[src/rtl/keypad_scanner_if.sv]
// Keypad-facing and converter-facing signals of the 4x4 keypad scanner.
// master = scanner side, slave = keypad/converter side.
interface keypad_scanner_if;
  logic [3:0] rows;
  logic [3:0] cols;
  logic [7:0] eightBitButton;
  logic       validPress;
  logic       keyStrobe;

  modport master (input rows, output cols, eightBitButton, validPress, keyStrobe);
  modport slave  (output rows, input cols, eightBitButton, validPress, keyStrobe);
endinterface

[src/rtl/keypad_scanner.sv]
// 4x4 keypad scanner: column drive, 2-flop row sync, press/release debounce, multi-key reject; KEYPAD_AUTOREPEAT_EN adds repeat strobes.
// Press latency SCAN_DIV+DEBOUNCE_CNT from column activation; no backpressure, outputs are registered levels plus a 1-cycle strobe.
module keypad_scanner #(
  parameter logic [15:0] SCAN_DIV     = 16'd5000,
  parameter logic [19:0] DEBOUNCE_CNT = 20'd250000,
  parameter logic [23:0] REPEAT_CNT   = 24'd5000000
) (
  input  logic             clk,
  input  logic             rst_n,
  keypad_scanner_if.master kp
);

  typedef enum logic [1:0] {SCAN, DEBOUNCE, PRESSED, RELEASE} state_t;
  typedef struct packed {
    logic [3:0] col;
    logic [3:0] row;
  } key_t;

  localparam key_t KEY_NONE = 8'hFF;

  state_t      r_state, w_state_nxt;
  logic [3:0]  r_sync1, r_sync2;
  logic [3:0]  r_cols, w_cols_nxt;
  logic [15:0] r_dwell, w_dwell_nxt;
  logic [19:0] r_dbc, w_dbc_nxt;
  key_t        r_cand, w_cand_nxt;
  key_t        r_code, w_code_nxt;
  logic        r_vld, w_vld_nxt;
  logic        r_stb, w_stb_nxt;

  logic        w_one, w_idle, w_match, w_dwell_end, w_dbc_end;

  assign w_one       = $onehot(~r_sync2);
  assign w_idle      = &r_sync2;
  assign w_match     = (r_sync2 == r_cand.row);
  assign w_dwell_end = (r_dwell == SCAN_DIV - 16'd1);
  assign w_dbc_end   = (r_dbc == DEBOUNCE_CNT - 20'd1);

`ifdef KEYPAD_AUTOREPEAT_EN
  logic [23:0] r_rep, w_rep_nxt;
  logic        w_rep_end;
  assign w_rep_end = (r_rep == REPEAT_CNT - 24'd1);
`else
  // The repeat interval has no effect without auto-repeat.
  if (REPEAT_CNT == 24'd0) begin : g_no_repeat_interval
  end
`endif

  always_ff @(posedge clk or negedge rst_n) begin
    if (!rst_n) begin
      r_sync1 <= 4'hF;
      r_sync2 <= 4'hF;
    end else begin
      r_sync1 <= kp.rows;
      r_sync2 <= r_sync1;
    end
  end

  always_ff @(posedge clk or negedge rst_n) begin
    if (!rst_n) r_state <= SCAN;
    else        r_state <= w_state_nxt;
  end

  always_comb begin
    w_state_nxt = r_state;
    case (r_state)
      SCAN:     if (w_dwell_end && w_one) w_state_nxt = DEBOUNCE;
      DEBOUNCE: if (!w_match)             w_state_nxt = SCAN;
                else if (w_dbc_end)       w_state_nxt = PRESSED;
      PRESSED:  if (!w_match)             w_state_nxt = RELEASE;
      RELEASE:  if (w_match)              w_state_nxt = PRESSED;
                else if (w_idle && w_dbc_end) w_state_nxt = SCAN;
      default:  w_state_nxt = SCAN;
    endcase
  end

  always_comb begin
    w_cols_nxt  = r_cols;
    w_dwell_nxt = r_dwell;
    w_dbc_nxt   = r_dbc;
    w_cand_nxt  = r_cand;
    w_code_nxt  = r_code;
    w_vld_nxt   = r_vld;
    w_stb_nxt   = 1'b0;
`ifdef KEYPAD_AUTOREPEAT_EN
    w_rep_nxt   = 24'd0;
`endif
    case (r_state)
      SCAN: begin
        if (w_dwell_end) begin
          w_dwell_nxt = 16'd0;
          if (w_one) begin
            w_cand_nxt = {r_cols, r_sync2};
            w_dbc_nxt  = 20'd0;
          end else begin
            w_cols_nxt = {r_cols[0], r_cols[3:1]};
          end
        end else begin
          w_dwell_nxt = r_dwell + 16'd1;
        end
      end
      DEBOUNCE: begin
        if (!w_match) begin
          w_dwell_nxt = 16'd0;
        end else if (w_dbc_end) begin
          w_code_nxt = r_cand;
          w_vld_nxt  = 1'b1;
          w_stb_nxt  = 1'b1;
        end else begin
          w_dbc_nxt = r_dbc + 20'd1;
        end
      end
      PRESSED: begin
        if (!w_match) begin
          w_dbc_nxt = 20'd0;
        end else begin
`ifdef KEYPAD_AUTOREPEAT_EN
          if (w_rep_end) w_stb_nxt = 1'b1;
          else           w_rep_nxt = r_rep + 24'd1;
`endif
        end
      end
      RELEASE: begin
        // Any non-idle pattern other than the held key breaks the idle run.
        if (!w_match) begin
          if (!w_idle) begin
            w_dbc_nxt = 20'd0;
          end else if (w_dbc_end) begin
            w_vld_nxt   = 1'b0;
            w_code_nxt  = KEY_NONE;
            w_cols_nxt  = {r_cols[0], r_cols[3:1]};
            w_dwell_nxt = 16'd0;
          end else begin
            w_dbc_nxt = r_dbc + 20'd1;
          end
        end
      end
      default: ;
    endcase
  end

  always_ff @(posedge clk or negedge rst_n) begin
    if (!rst_n) begin
      r_cols  <= 4'b0111;
      r_dwell <= 16'd0;
      r_dbc   <= 20'd0;
      r_cand  <= KEY_NONE;
      r_code  <= KEY_NONE;
      r_vld   <= 1'b0;
      r_stb   <= 1'b0;
    end else begin
      r_cols  <= w_cols_nxt;
      r_dwell <= w_dwell_nxt;
      r_dbc   <= w_dbc_nxt;
      r_cand  <= w_cand_nxt;
      r_code  <= w_code_nxt;
      r_vld   <= w_vld_nxt;
      r_stb   <= w_stb_nxt;
    end
  end

`ifdef KEYPAD_AUTOREPEAT_EN
  always_ff @(posedge clk or negedge rst_n) begin
    if (!rst_n) r_rep <= 24'd0;
    else        r_rep <= w_rep_nxt;
  end
`endif

  assign kp.cols           = r_cols;
  assign kp.eightBitButton = r_code;
  assign kp.validPress     = r_vld;
  assign kp.keyStrobe      = r_stb;

endmodule

[src/flat_wrapper.sv]
// flat-port wrapper written by rule: the top's interface ports become plain ports
module keypad_scanner_flat 
#(
  parameter logic [15:0] SCAN_DIV     = 16'd5000,
  parameter logic [19:0] DEBOUNCE_CNT = 20'd250000,
  parameter logic [23:0] REPEAT_CNT   = 24'd5000000
)
  (clk, rst_n, kp_rows, kp_cols, kp_eightBitButton, kp_validPress, kp_keyStrobe);
  keypad_scanner_if kp_i ();
  input  logic clk;
  input  logic rst_n;
  input wire logic [$bits(kp_i.rows)-1:0] kp_rows;
  output wire logic [$bits(kp_i.cols)-1:0] kp_cols;
  output wire logic [$bits(kp_i.eightBitButton)-1:0] kp_eightBitButton;
  output wire logic [$bits(kp_i.validPress)-1:0] kp_validPress;
  output wire logic [$bits(kp_i.keyStrobe)-1:0] kp_keyStrobe;
  assign kp_i.rows = kp_rows;
  assign kp_cols = kp_i.cols;
  assign kp_eightBitButton = kp_i.eightBitButton;
  assign kp_validPress = kp_i.validPress;
  assign kp_keyStrobe = kp_i.keyStrobe;
  keypad_scanner #(.SCAN_DIV(SCAN_DIV), .DEBOUNCE_CNT(DEBOUNCE_CNT), .REPEAT_CNT(REPEAT_CNT)) u_core (.clk(clk), .rst_n(rst_n), .kp(kp_i));
endmodule
[config.mk]
export PLATFORM = sky130hd
export DESIGN_NAME = keypad_scanner_flat
export DESIGN_NICKNAME = d
export VERILOG_FILES = /design/src/rtl/keypad_scanner_if.sv /design/src/rtl/keypad_scanner.sv /design/src/flat_wrapper.sv
export SDC_FILE = /design/constraint.sdc
export NUM_CORES = 1
export LEC_CHECK = 0
export ABC_AREA = 1
export CORE_MARGIN = 10
export CORE_UTILIZATION = 45
export DETAILED_ROUTE_END_ITERATION = 8
export PLACE_DENSITY_LB_ADDON = 0.15
export SYNTH_ARGS = -nofsm -noshare
export SYNTH_HDL_FRONTEND = slang
export SYNTH_SLANG_ARGS = --single-unit
[constraint.sdc]
create_clock -name clk -period 2.43 [get_ports clk]
set_clock_uncertainty 0.2 [all_clocks]
set_input_delay 0.3645 -clock clk [delete_from_list [all_inputs] [get_ports clk]]
set_output_delay 0.3645 -clock clk [all_outputs]
set_load 0.03 [all_outputs]
Yosys cells after proc, flatten, opt, wreduce, memory -nomap -nowiden --
Cells that the tools add are included.
Operators by class: bitwise logic cells 1, equality and inequality tests 20, multiplexer cells 42, reduce and logical (&&, ||, !) cells 13, $add $sub $neg 5
Operators with widths (count):
- 2-to-1 mux 20 bit | 7
- 2-to-1 mux 16 bit | 5
- case mux 20 bit (4 select lines) | 1
- case mux 16 bit (3 select lines) | 1
- 2-to-1 mux 8 bit | 5
- adder 20 x 1 -> 20 bit, second input constant | 1
- == test 20 x 18 -> 1 bit, second input constant | 1
- 2-to-1 mux 4 bit | 5
- adder 16 x 1 -> 16 bit, second input constant | 1
- == test 16 x 13 -> 1 bit, second input constant | 1
- case mux 8 bit (2 select lines) | 1
- inequality test 2 x 1 -> 1 bit, second input constant | 7
- 2-to-1 mux 2 bit | 6
- AND reduction 6 bit | 2
- AND reduction 5 bit | 2
- 2-to-1 mux 1 bit | 8
- inequality test 2 bit, second input constant | 4
- case mux 2 bit (4 select lines) | 1
- case mux 4 bit (2 select lines) | 1
- AND reduction 4 bit | 2
- adder 1 x 1 -> 2 bit | 2
- == test 2 bit, second input constant | 2
- == test 4 bit | 1
- NOT 4 bit | 1
- 11 further kinds | 13
Word-level totals: word-level logic and storage cells 93, register bits 68, input bits 6

Longest topological paths before layout --
word-level depth 7, gate-level depth with buffers 13

Least setup slack after synthesis --
Ideal clock, no wire load.
kind flip-flop to flip-flop, start reg u_core.r_sync2[0], end reg u_core.r_cand[0] (netlist name), stages on the path, launching flop included 11, arrival time 2397 ps, required time 2153 ps, setup time 77 ps, path slack -244 ps, cell sequence dfstp_2 inv_1 ha_1 ha_1 fa_1 nand3b_1 or3b_1 buf_6 buf_6 nand2_2 o21ai_2
On the way: word-level cells in the longest chain between the ends 5
Ends and longest elaborated chain:
- start: declaration | RTL line keypad_scanner.sv:22 | logic [3:0] r_sync1, r_sync2;
- start signal: assignment | RTL line keypad_scanner.sv:55 | r_sync2 <= r_sync1;
- NOT 4 bit | RTL line keypad_scanner.sv:33 | assign w_one = $onehot(~r_sync2);
- adder 1 x 1 -> 2 bit (implied by the code) | RTL line keypad_scanner.sv:33
- adder 3 bit (implied by the code) | RTL line keypad_scanner.sv:33
- == test 3 x 1 -> 1 bit | RTL line keypad_scanner.sv:33
- AND reduction 3 bit (no source line)
- end signal: assignment | RTL line keypad_scanner.sv:155 | r_cand <= w_cand_nxt;
- end: declaration | RTL line keypad_scanner.sv:26 | key_t r_cand, w_cand_nxt;
Parallel ways exist; a longest one is shown, timed or not. A chain may end at the register's enable or synchronous reset.

Final worst setup path --
start reg u_core.r_sync2[2], end reg u_core.r_dbc[16]
On the way: word-level cells in the longest chain between the ends 6
Ends and longest elaborated chain:
- NOT 4 bit | RTL line keypad_scanner.sv:33
- adder 1 x 1 -> 2 bit (implied by the code) | RTL line keypad_scanner.sv:33
- adder 3 bit (implied by the code) | RTL line keypad_scanner.sv:33
- == test 3 x 1 -> 1 bit | RTL line keypad_scanner.sv:33
- inequality test 2 x 1 -> 1 bit (no source line)
- AND reduction 5 bit (no source line)
- end signal: assignment | RTL line keypad_scanner.sv:154 | r_dbc <= w_dbc_nxt;
- end: declaration | RTL line keypad_scanner.sv:25 | logic [19:0] r_dbc, w_dbc_nxt;
Parallel ways exist; a longest one is shown, timed or not. The select of a mux whose other input is x is not followed.

==> impl_metrics.py <==
metrics = {
    "global_routing": {
        "grt_pass1_vias": 3771,
        "grt_first_pass_wirelength_mm": 17.5,
        "grt_max_degree": 69,
        "grt_usage_pct": 14.9,
        "antenna_found_initial": 0,
        "overflow": 0,
    },
    "finish": {
        "nNetsFinal": 668,
        "drive_above_1_share_pct": 19.2,
        "diodes": 0,
        "area_growth_pct": 18.4,
        "final_core_util_pct": 54.9,
    },
    "placement": {
        "gp_congestion": 0.909,
        "hpwl_mm": 7.39,
        "portBuffers": 19,
    },
    "synth": {
        "ys_seq_area_share_pct": 40.3,
        "yosys.area.top_type": "dfrtp_1",
        "syn_area_per_cell_sq_um": 7.17,
        "async_reset_ff_share_pct": 100,
        "synthFlopType": "dfrtp_1",
        "yosysTopAreaCellShare_pct": 23.9,
        "synthTopCellsByArea": "dfrtp_1, nand2_1, dfstp_2",
        "synth_area_sq_mm": 0.00430,
        "synth_most_common_cell": "nand2_1",
        "ys_ff_latch": 68,
        "syn_nets": 618,
        "syn_inst": 600,
        "yosys-top-cells-count": "nand2_1, nor2_1, inv_1, nand3_1, dfrtp_1",
        "synth_edf_count": 0,
        "synth.distinct_cells": 34,
        "synth_warnings": 0,
    },
    "route": {
        "viasPerCell": 4.94,
        "vias": 3873,
        "wl_mm": 10.1,
        "dr.pass1.iters": 5,
        "drc_errors": 0,
        "drt_iter0_drc": 217,
        "avgRoutedWirePerCell_microns": 12.9,
        "final_antenna_net_count": 0,
    },
    "floorplan": {
        "core_area_sq_mm": 0.00928,
        "row_count": 35,
        "chipHeight_microns": 118,
        "die_area_sq_mm": 0.0139,
        "ios": 20,
        "die_width_microns": 118,
        "start_util_pct": 46.3,
    },
    "sta": {
        "fmax_mhz": 392,
        "post-route-period-util_pct": 105,
        "rsz0062_at_grt": "yes",
        "fin_tns_setup_ps": -2510,
        "setup_ws_ps": -118,
        "setup_viol": 34,
        "min_period_ps": 2550,
        "whs_ps": 158,
        "hold_viol": 0,
        "tightest_slew_ps": 471,
        "relSlewSlack_pct": 68.6,
        "final_max_slew_viol_count": 0,
    },
    "clock_tree": {
        "cts_buffers": 9,
        "clk_transition_reported_paths_ps": 80,
        "clock_sinks": 68,
        "cts_root_buffer": "clkbuf_8",
        "clkLatencyLatePin_ps": 350,
        "h-tree-depth": 3,
        "tritoncts": "built",
        "clockBufferDepth": 2,
    },
    "pwr": {
        "total_power_mw": 2.08,
        "power_density_mw_per_mm2": 408,
        "p_leak_nw": 2.35,
        "ir_drop_v": 0.000295,
    },
    "status": {
        "status": "finished, violations left",
        "violations": "setup timing",
    },
    "run": {
        "drv_cap": 0,
    },
    "critical_path": {
        "critPathCaptureType": "flip-flop",
        "critPathSlowestCell": "dfstp_2",
        "start_kind": "flip-flop",
        "cp.required_ps": 2510,
        "critPathMaxFanout": 8,
        "critPathArrivalTime_ps": 2630,
        "cp_cell_sequence": "inv_2, ha_4, ha_4, fa_1, nand3b_1, nand2_1, nand3_2, nor2_4, buf_12, buf_8, nand4_1, nand2_1",
        "critical_path_class": "reg -> reg",
        "max_stage_delay_ps": 540,
    },
    "min_path": {
        "hp-class": "reg -> reg",
    },
}
-- flip-flops by register name (all words and copies together) (netlist names), named ones only --
| register | flops |
|---|---|
| u_core.r_sync1 | 4 |
| u_core.r_dbc | 20 |
| u_core.kp.eightBitButton | 8 |
| u_core.r_sync2 | 4 |
| u_core.kp.cols | 4 |
| u_core.r_cand | 8 |
| u_core.r_dwell | 16 |
| u_core.r_state | 1 |
| u_core.kp.keyStrobe | 1 |
| u_core.kp.validPress | 1 |
-- kinds of logic (layout without fill, tap and decap cells) --
family,Yosys count,after routing,share of synthesized area [%]
AO/OA/AOI/OAI,56,56,7.91
buffers and inverters,74,129,7.50
adder cells (fa/ha/maj),12,12,3.66
XOR/XNOR,11,11,2.24
flip-flops,68,68,40.3
AND/OR/NAND/NOR,379,379,38.3
-- metal layers --
| layer | up-vias | global-route usage (%) | share of wire (%) |
|---|---|---|---|
| met4 | 0 | 3.79 | 0.64 |
| li1 | 2020 | - | - |
| met3 | 6 | 3.31 | 4.2 |
| met5 | - | 0 | 0 |
| met1 | 1786 | 18.5 | 45 |
| met2 | 61 | 25.5 | 50 |
-- path summary, 6_finish.rpt --
check | slack [ps] | to | from | depth (start not counted)
worst max-delay path | -120 | u_core.r_dbc[16]$_DFFE_PN0P_ | u_core.r_sync2[2]$_DFF_PN1_ | 12
worst min register to register | 160 | u_core.r_sync2[2]$_DFF_PN1_ | u_core.r_sync1[2]$_DFF_PN1_ | 0
max in group asynchronous | 1320 | u_core.r_sync1[3]$_DFF_PN1_ | rst_n | 3
worst max register to register | -120 | u_core.r_dbc[16]$_DFFE_PN0P_ | u_core.r_sync2[2]$_DFF_PN1_ | 12
worst min-delay path | 160 | u_core.r_sync2[2]$_DFF_PN1_ | u_core.r_sync1[2]$_DFF_PN1_ | 0
min in group asynchronous | 350 | u_core.r_dbc[11]$_DFFE_PN0P_ | rst_n | 3
-- final cells by class --
cell class | count | area [sq um]
clock inverters | 7 | 48.8
fillers | 885 | 4190
repair buffers | 52 | 492
inverters | 61 | 231
clock buffers | 9 | 124
multi-input cells | 458 | 2300
flip-flops and latches | 68 | 1740
well taps | 129 | 161
-- metrics by stage --
step | setup WS, ps | instance area (sq um) | cells
after floorplan | -116 | 4350 | 600
final | -118 | 5090 | 784
after global routing | -205 | 5090 | 784
after detailed placement | -153 | 4820 | 761
after global placement | -137 | 4820 | 761
after CTS | -111 | 5080 | 784
-- layout by cell type (no fill, tap or decap), types with 2 or more instances in the layout --
cell	count
buf_12	3
inv_2	8
clkinv_2	2
o21ai_1	11
nor3b_1	2
o21bai_1	2
nand4_1	21
ha_4	3
nand2_2	13
xnor2_1	2
o21ai_2	14
nand2_1	193
nor2_4	4
buf_8	2
nand3_2	2
dfstp_2	27
nand3b_1	3
ha_1	8
nand3_1	46
clkdlybuf4s50_1	18
xor2_1	9
a21oi_1	11
clkbuf_8	9
clkinv_4	2
clkinv_1	2
nor3_1	10
buf_4	26
nor2_1	78
dfrtp_1	41
inv_4	3
nor2_2	3
o21ai_0	17
inv_1	50
-- critical path: cells and delay by family (launching register included) --
kind	cells	cell delay [ps]
DFF	1	540
adders and majority gates	3	790
and+or+nand+nor	6	630
buffers and inverters	3	310
-- timing repair --
item	in CTS	in global routing
buffers inserted	4	0
hold buffers	1	0
endpoints found under the hold margin	41	0
cloned	2	0
setup endpoints to repair	34	43
resized for setup	10	4
pin swaps	9	0
-- report_power, final --
| group | switching (mW) | internal (mW) | leakage (nW) |
|---|---|---|---|
| Sequential | 0.00321 | 1.14 | 0.839 |
| Combinational | 0.0514 | 0.0417 | 1.42 |
| Clock | 0.462 | 0.375 | 0.0942 |
Power figures use the tool's default switching activity.
